`src/rtl/axi_wr_burst_engine.sv`:
```
// AXI write burst master: splits one descriptor into INCR bursts, tracks B responses.
// Optional stall counters are built when AXI_WR_PERF_CNT_EN is defined.
module axi_wr_burst_engine #(
    parameter int AXI_IDW        = 4,
    parameter int AXI_DATA_WID   = 256,
    parameter int AXI_LENW       = 8,
    parameter int MAX_OUTSTD     = 16,
    parameter int LEN_FIFO_DEPTH = 8
) (
    input  logic                      aclk,
    input  logic                      areset,
    input  logic [AXI_LENW-1:0]       cfg_max_len,
    input  logic [4:0]                cfg_outstd,
    input  logic                      cfg_split4k_en,
    input  logic [AXI_IDW-1:0]        cfg_awid,
    input  logic                      cmd_valid,
    output logic                      cmd_ready,
    input  logic [31:0]               cmd_addr,
    input  logic [31:0]               cmd_num_beats,
    input  logic                      src_valid,
    output logic                      src_ready,
    input  logic [AXI_DATA_WID-1:0]   src_data,
    input  logic [AXI_DATA_WID/8-1:0] src_strb,
    output logic                      o_awvalid,
    output logic [AXI_IDW-1:0]        o_awid,
    output logic [31:0]               o_awaddr,
    output logic [AXI_LENW-1:0]       o_awlen,
    output logic [2:0]                o_awsize,
    output logic [1:0]                o_awburst,
    input  logic                      i_awready,
    output logic                      o_wvalid,
    output logic [AXI_DATA_WID-1:0]   o_wdata,
    output logic [AXI_DATA_WID/8-1:0] o_wstrb,
    output logic                      o_wlast,
    input  logic                      i_wready,
    input  logic                      i_bvalid,
    input  logic [AXI_IDW-1:0]        i_bid,
    input  logic [1:0]                i_bresp,
    output logic                      o_bready,
    output logic                      busy,
    output logic                      done,
    output logic                      bresp_err,
    output logic [31:0]               perf_aw_stall,
    output logic [31:0]               perf_w_stall
);
    localparam int BYTES = AXI_DATA_WID / 8;
    localparam int OFS   = $clog2(BYTES);
    localparam int PW    = $clog2(LEN_FIFO_DEPTH);
    localparam int CW    = PW + 1;
    localparam int OW    = $clog2(MAX_OUTSTD + 1);

    typedef enum logic [1:0] {S_IDLE, S_CALC, S_AW, S_DRAIN} state_t;

    state_t              state;
    logic [31:0]         addr, remaining, eff_outstd;
    logic [AXI_LENW:0]   len_beats;
    logic [AXI_LENW-1:0] len_m1, beat_cnt;
    logic [OW-1:0]       outstd;
    logic [AXI_LENW-1:0] fifo_mem [LEN_FIFO_DEPTH];
    logic [PW-1:0]       wr_ptr, rd_ptr;
    logic [CW-1:0]       fifo_cnt;
    logic [32:0]         lim_max, lim_4k, len_calc;
    logic fifo_full, fifo_empty, cmd_hs, aw_hs, w_hs, pop, b_hs, b_dec;
    logic out_zero_next, fifo_zero_next;
    logic unused_ok;

    assign fifo_full  = (fifo_cnt == CW'(LEN_FIFO_DEPTH));
    assign fifo_empty = (fifo_cnt == '0);
    assign cmd_hs     = cmd_valid & cmd_ready;
    assign aw_hs      = o_awvalid & i_awready;
    assign w_hs       = o_wvalid & i_wready;
    assign pop        = w_hs & o_wlast;
    assign b_hs       = i_bvalid & o_bready;
    assign b_dec      = b_hs & (outstd != '0);
    assign len_m1     = AXI_LENW'(len_beats - 1'b1);

    always_comb begin
        eff_outstd = 32'(cfg_outstd);
        if (cfg_outstd == 5'd0)
            eff_outstd = 32'd1;
        else if (32'(cfg_outstd) > 32'(MAX_OUTSTD))
            eff_outstd = 32'(MAX_OUTSTD);
    end

    // Burst length is the tightest of: beats left, max length, distance to 4 KB edge.
    always_comb begin
        lim_max  = 33'(cfg_max_len) + 33'd1;
        lim_4k   = cfg_split4k_en ? 33'((13'h1000 - {1'b0, addr[11:0]}) >> OFS) : {1'b1, 32'b0};
        len_calc = {1'b0, remaining};
        if (lim_max < len_calc) len_calc = lim_max;
        if (lim_4k  < len_calc) len_calc = lim_4k;
    end

    assign o_awvalid = (state == S_AW) && (32'(outstd) < eff_outstd) && !fifo_full;
    assign o_awaddr  = addr;
    assign o_awlen   = len_m1;
    assign o_awsize  = 3'(OFS);
    assign o_awburst = 2'b01;
    assign o_bready  = !areset;

    assign o_wvalid  = src_valid & !fifo_empty;
    assign src_ready = i_wready & !fifo_empty;
    assign o_wdata   = src_data;
    assign o_wstrb   = src_strb;
    assign o_wlast   = !fifo_empty && (beat_cnt == fifo_mem[rd_ptr]);

    // Completion may coincide with the final B / final pop.
    assign out_zero_next  = (outstd == '0) || ((outstd == OW'(1)) && b_dec);
    assign fifo_zero_next = fifo_empty || ((fifo_cnt == CW'(1)) && pop);

    always_ff @(posedge aclk) begin
        if (areset) begin
            state <= S_IDLE; addr <= '0; remaining <= '0; len_beats <= '0;
            o_awid <= '0; busy <= 1'b0; done <= 1'b0; cmd_ready <= 1'b0; bresp_err <= 1'b0;
        end else begin
            done <= 1'b0;
            if (b_hs && i_bresp != 2'b00) bresp_err <= 1'b1;
            case (state)
                S_IDLE: begin
                    cmd_ready <= 1'b1;
                    if (cmd_hs) begin
                        if (cmd_num_beats == 32'd0) begin
                            done <= 1'b1;
                        end else begin
                            addr      <= cmd_addr & ~32'(BYTES - 1);
                            remaining <= cmd_num_beats;
                            o_awid    <= cfg_awid;
                            bresp_err <= 1'b0;
                            busy      <= 1'b1;
                            cmd_ready <= 1'b0;
                            state     <= S_CALC;
                        end
                    end
                end
                S_CALC: begin
                    len_beats <= len_calc[AXI_LENW:0];
                    state     <= S_AW;
                end
                S_AW: if (aw_hs) begin
                    addr      <= addr + (32'(len_beats) << OFS);
                    remaining <= remaining - 32'(len_beats);
                    state     <= (remaining != 32'(len_beats)) ? S_CALC : S_DRAIN;
                end
                default: if (out_zero_next && fifo_zero_next) begin
                    done      <= 1'b1;
                    busy      <= 1'b0;
                    cmd_ready <= 1'b1;
                    state     <= S_IDLE;
                end
            endcase
        end
    end

    always_ff @(posedge aclk) begin
        if (areset) begin
            outstd <= '0;
        end else if (aw_hs && !b_dec) begin
            outstd <= outstd + OW'(1);
        end else if (!aw_hs && b_dec) begin
            outstd <= outstd - OW'(1);
        end
    end

    // Burst-length FIFO drives WLAST; W may only run ahead over bursts already issued.
    always_ff @(posedge aclk) begin
        if (areset) begin
            wr_ptr <= '0; rd_ptr <= '0; fifo_cnt <= '0; beat_cnt <= '0;
        end else begin
            if (aw_hs) begin
                fifo_mem[wr_ptr] <= len_m1;
                wr_ptr           <= wr_ptr + PW'(1);
            end
            if (pop) rd_ptr <= rd_ptr + PW'(1);
            fifo_cnt <= fifo_cnt + CW'(aw_hs) - CW'(pop);
            if (w_hs) beat_cnt <= o_wlast ? '0 : beat_cnt + AXI_LENW'(1);
        end
    end

`ifdef AXI_WR_PERF_CNT_EN
    always_ff @(posedge aclk) begin
        if (areset || cmd_hs) begin
            perf_aw_stall <= '0;
            perf_w_stall  <= '0;
        end else begin
            if (o_awvalid && !i_awready && perf_aw_stall != '1) perf_aw_stall <= perf_aw_stall + 32'd1;
            if (o_wvalid && !i_wready && perf_w_stall != '1)    perf_w_stall  <= perf_w_stall + 32'd1;
        end
    end
`else
    assign perf_aw_stall = '0;
    assign perf_w_stall  = '0;
`endif

    assign unused_ok = ^{i_bid, len_calc[32:AXI_LENW+1]};
endmodule

```
`config.mk`:
```
export PLATFORM = sky130hd
export DESIGN_NAME = axi_wr_burst_engine
export DESIGN_NICKNAME = d
export VERILOG_FILES = /design/src/rtl/axi_wr_burst_engine.sv
export SDC_FILE = /design/constraint.sdc
export NUM_CORES = 1
export LEC_CHECK = 0
export BUFFER_PORTS_ARGS = -buffer_cell sky130_fd_sc_hd__buf_2
export CAP_MARGIN = 20
export CORE_AREA = 2 2 308 310
export DETAILED_ROUTE_END_ITERATION = 10
export DIE_AREA = 0 0 310 312
export PLACE_DENSITY = 0.43
export SLEW_MARGIN = 20
export SYNTH_ARGS = -nofsm -noshare
export SYNTH_HDL_FRONTEND = slang
export SYNTH_SLANG_ARGS = --single-unit
```
`constraint.sdc`:
```
create_clock -name aclk -period 5.15 [get_ports aclk]
set_input_delay 0.2575 -clock aclk [delete_from_list [all_inputs] [get_ports aclk]]
set_output_delay 0.2575 -clock aclk [all_outputs]
set_load 0.01 [all_outputs]
```
==> run metrics <==
status=completed; non-filler cells, final=2,511; Avg Cell Area, Syn=8.91 sq um; clock root buffer=clkbuf_16; Final Util=roughly 14%; Slew Viols, Final=0; Worst Hold End=o_awaddr[9]$_SDFFE_PP0P_; initial antenna violation count=13; initial cell density of the core=13.5%; Placer Congestion=0.760; Iter 0 DRT Violations=498; first-pass iteration count of the detailed router=5; final clock skew=approximately 0.015 ns; vias per std cell=3.62; global-route wire length before repair=62,300 um; nets=1,688; top cell type's share of synthesized area=21.7%; total grt overflow=0; CTS sink cnt=168; Worst-path clk slew=about 0.080 ns; total number of vias=between 9,000 and 10,000; post-synthesis cell type count=79; FILL cells=10,700; PortBufs=133; Max Clk Rate=0.242 GHz; share of cells above drive strength 1=18.3%; total core area=93,000 sq um; r2r endpoint=len_beats[2]$_SDFFE_PP0P_; LEAKAGE=roughly 0.0047 uW; setup TNS=0 ns; area grow syn2layout=3.44%; DRC=0; worst min-delay path startpoint=cmd_addr[9]; Critical Path Start Type=flop; multi-input gate area in the final layout=between 5000 and 6000 sq um; htree depth=4; Final Hold Fails=0; FF-to-FF path depth=12; n_diodes=0; clk_lat worst skew=0.48 ns; FF+latch area=4000 sq um; top cells by area, synth=buf_4 22%, dfxtp_1 17%, edfxtp_1 15%, ha_1 5.8%, nor2_1 3.2%; commonest register cell after synthesis=dfxtp_1; WL/cell=between 15 and 20 um; kind of critical path=reg2reg; CTS resizes=0; Worst Tran Pin Value=1.04 ns; yosys warns=0; total track usage=slightly below 9%; Die ar.=96,700 sq um; reg2reg setup slack=1.02 ns; final setup vio count=0; Row Count=around 110; Inserted Clock Buffers=17; CP endpoint kind=flop; crit path DAT=4.52 ns; RSZ-0062 raised after global routing=false; Die X=310 um; DIE HEIGHT=312 um; Crit Reg-Reg Startpoint=remaining[24]$_SDFFE_PP0P_; Period minus WS final=4.13 ns; Yosys reg bits=168; Synth area leader=buf_4; post-detail-place hpwl=34,500 um; Clock Path Buffers=2; CP Data Required Time=5.54 ns; VDD IR max=233 uV; WHS Path Cells=3; Routed Antenna Nets=0; total routed wirelength=44,200 um; postcts setup bufs=0; Post-Syn Instances=1,406; P per Cell Area=561 nW/um^2; worst min-delay path category=in2reg; TritonCTS clock tree=done; total power=7270 uW; Async SR Flop Fraction=0%; Post-synth EDFFs=64; Cells after DPL=2,475; Max-cap violations=0; final worst-path cycle share=80.2%; I/O Pins=793; largest net degree at the start of global routing=75; number of global-route vias before repair=8,644; slew margin rel.=between 30% and 40%; sequential fraction of the synthesis area=31.9%; CP max FO=8; synthesized area=12,500 sq um
-- sequential cells by signal (all words and copies together) (netlist names), named ones only --
signal / flops
rd_ptr: 3
len_beats: 9
cmd_ready: 1
done: 1
wr_ptr: 3
fifo_mem: 64
bresp_err: 1
remaining: 32
beat_cnt: 8
outstd: 5
fifo_cnt: 4
busy: 1
state: 2
o_awaddr: 27
o_awid: 4
-- logic make-up (layout without fill, tap and decap cells) --
logic type	Yosys count	count (layout)	share of synthesized area (%)
adder cells (fa/ha/maj)	61	61	6.27
buffers and inverters	467	246	25.0
other	2	74	0.0599
XOR/XNOR	46	46	3.21
multiplexers	55	55	6.04
AND/OR/NAND/NOR	351	351	14.1
AO/OA/AOI/OAI	256	256	13.4
flip-flops	168	168	31.9
-- placed cells by master (no fill, tap or decap), types with 16 or more instances in the layout --
cell type / instances
buf_2: 132
nor2_1: 108
dfxtp_1: 104
conb_1: 74
a21oi_1: 73
edfxtp_1: 64
ha_1: 57
nand2_1: 56
inv_1: 52
o21ai_0: 52
nand3_1: 40
mux2i_1: 34
nor3_1: 32
xnor2_1: 26
a211oi_1: 26
buf_4: 21
xor2_1: 20
nor4_1: 20
nor2b_1: 17
clkbuf_16: 17
mux4_2: 16
-- worst max-delay path: stages, from the launching register on --
cell       delay [ns]
dfxtp_1          0.38
or4_4            0.57
nor4_4           0.37
o2111ai_2        0.26
nor2_4           0.34
mux2i_1          0.36
ha_1             0.19
nand2_1          0.06
or3_1            0.37
a31o_1           0.22
a32oi_4          0.32
mux2_2           0.37
a211oi_1         0.22
-- synth_stat cells (4+ instances only) --
cell / instances
o32ai_1: 6
nor3_1: 32
nand4_1: 10
nand2_1: 56
a311oi_1: 4
o21ai_0: 52
inv_1: 52
and2_1: 8
nor2_1: 108
nand2b_1: 9
a211oi_1: 26
or3_1: 11
xor2_1: 20
buf_4: 363
edfxtp_1: 64
a41oi_1: 4
nor4_1: 20
a22oi_1: 4
o21a_1: 6
mux2i_1: 34
or2_2: 5
xnor2_1: 26
dfxtp_1: 104
ha_1: 58
buf_1: 7
a31oi_1: 11
and3_1: 11
a21o_1: 14
nand3_1: 40
mux4_2: 16
o311a_1: 4
mux2_2: 5
clkbuf_1: 37
o31ai_1: 6
nor2b_1: 17
o22ai_1: 10
a21oi_1: 73
-- power by group --
part           internal (uW)  leakage [uW]  switching (uW)
clock network            657      0.000293             691
logic                   1400       0.00296            2330
registers               1820       0.00142             370
total                   3880       0.00467            3400
-- worst max path at each step --
stage / startpoint / end / slack [ns]
3_3_place_gp: cfg_max_len[0] / len_beats[2]$_SDFFE_PP0P_ / 0.73
6_report: remaining[24]$_SDFFE_PP0P_ / len_beats[2]$_SDFFE_PP0P_ / 1.02
4_1_cts: remaining[24]$_SDFFE_PP0P_ / len_beats[2]$_SDFFE_PP0P_ / 1.02
5_1_grt: cfg_max_len[0] / len_beats[2]$_SDFFE_PP0P_ / 0.79
3_5_place_dp: cfg_max_len[0] / len_beats[2]$_SDFFE_PP0P_ / 0.76
2_1_floorplan: cfg_max_len[2] / len_beats[2]$_SDFFE_PP0P_ / 1.34
-- timing repair --
action                                  4_1_cts  5_1_grt
endpoints found under the setup margin        0        0
hold buffers                                  4        0
hold endpoints to repair                      4        0
-- metal layers --
layer  vias up  wire [um]  global-route usage (%)
li1       4217          -                       -
met1      4182      18700                    11.0
met2       517      17700                    11.8
met3       130       6030                    5.85
met4        32       1280                    3.33
met5         -        475                    2.67
-- cell type report --
cell class / instances / share of cell area, %
multi-input combinational: 843 / 44.0
sequential: 168 / 30.9
tap: 1254 / 12.1
timing repair buffer: 158 / 6.78
clock buffer: 17 / 3.28
inverter: 56 / 1.62
clock inverter: 15 / 1.33
-- per-stage QoR --
step | instance area (sq um) | hold WS [ns] | setup WS (ns)
6_report | 13000 | 0.0572 | 1.02
5_1_grt | 13000 | 0.0486 | 0.789
4_1_cts | 13000 | 0.00709 | 1.02
3_5_place_dp | 12300 | 0.463 | 0.763
3_3_place_gp | 12300 | 0.469 | 0.731
2_1_floorplan | 12800 | 0.401 | 1.34
Power figures use the tool's default switching activity.
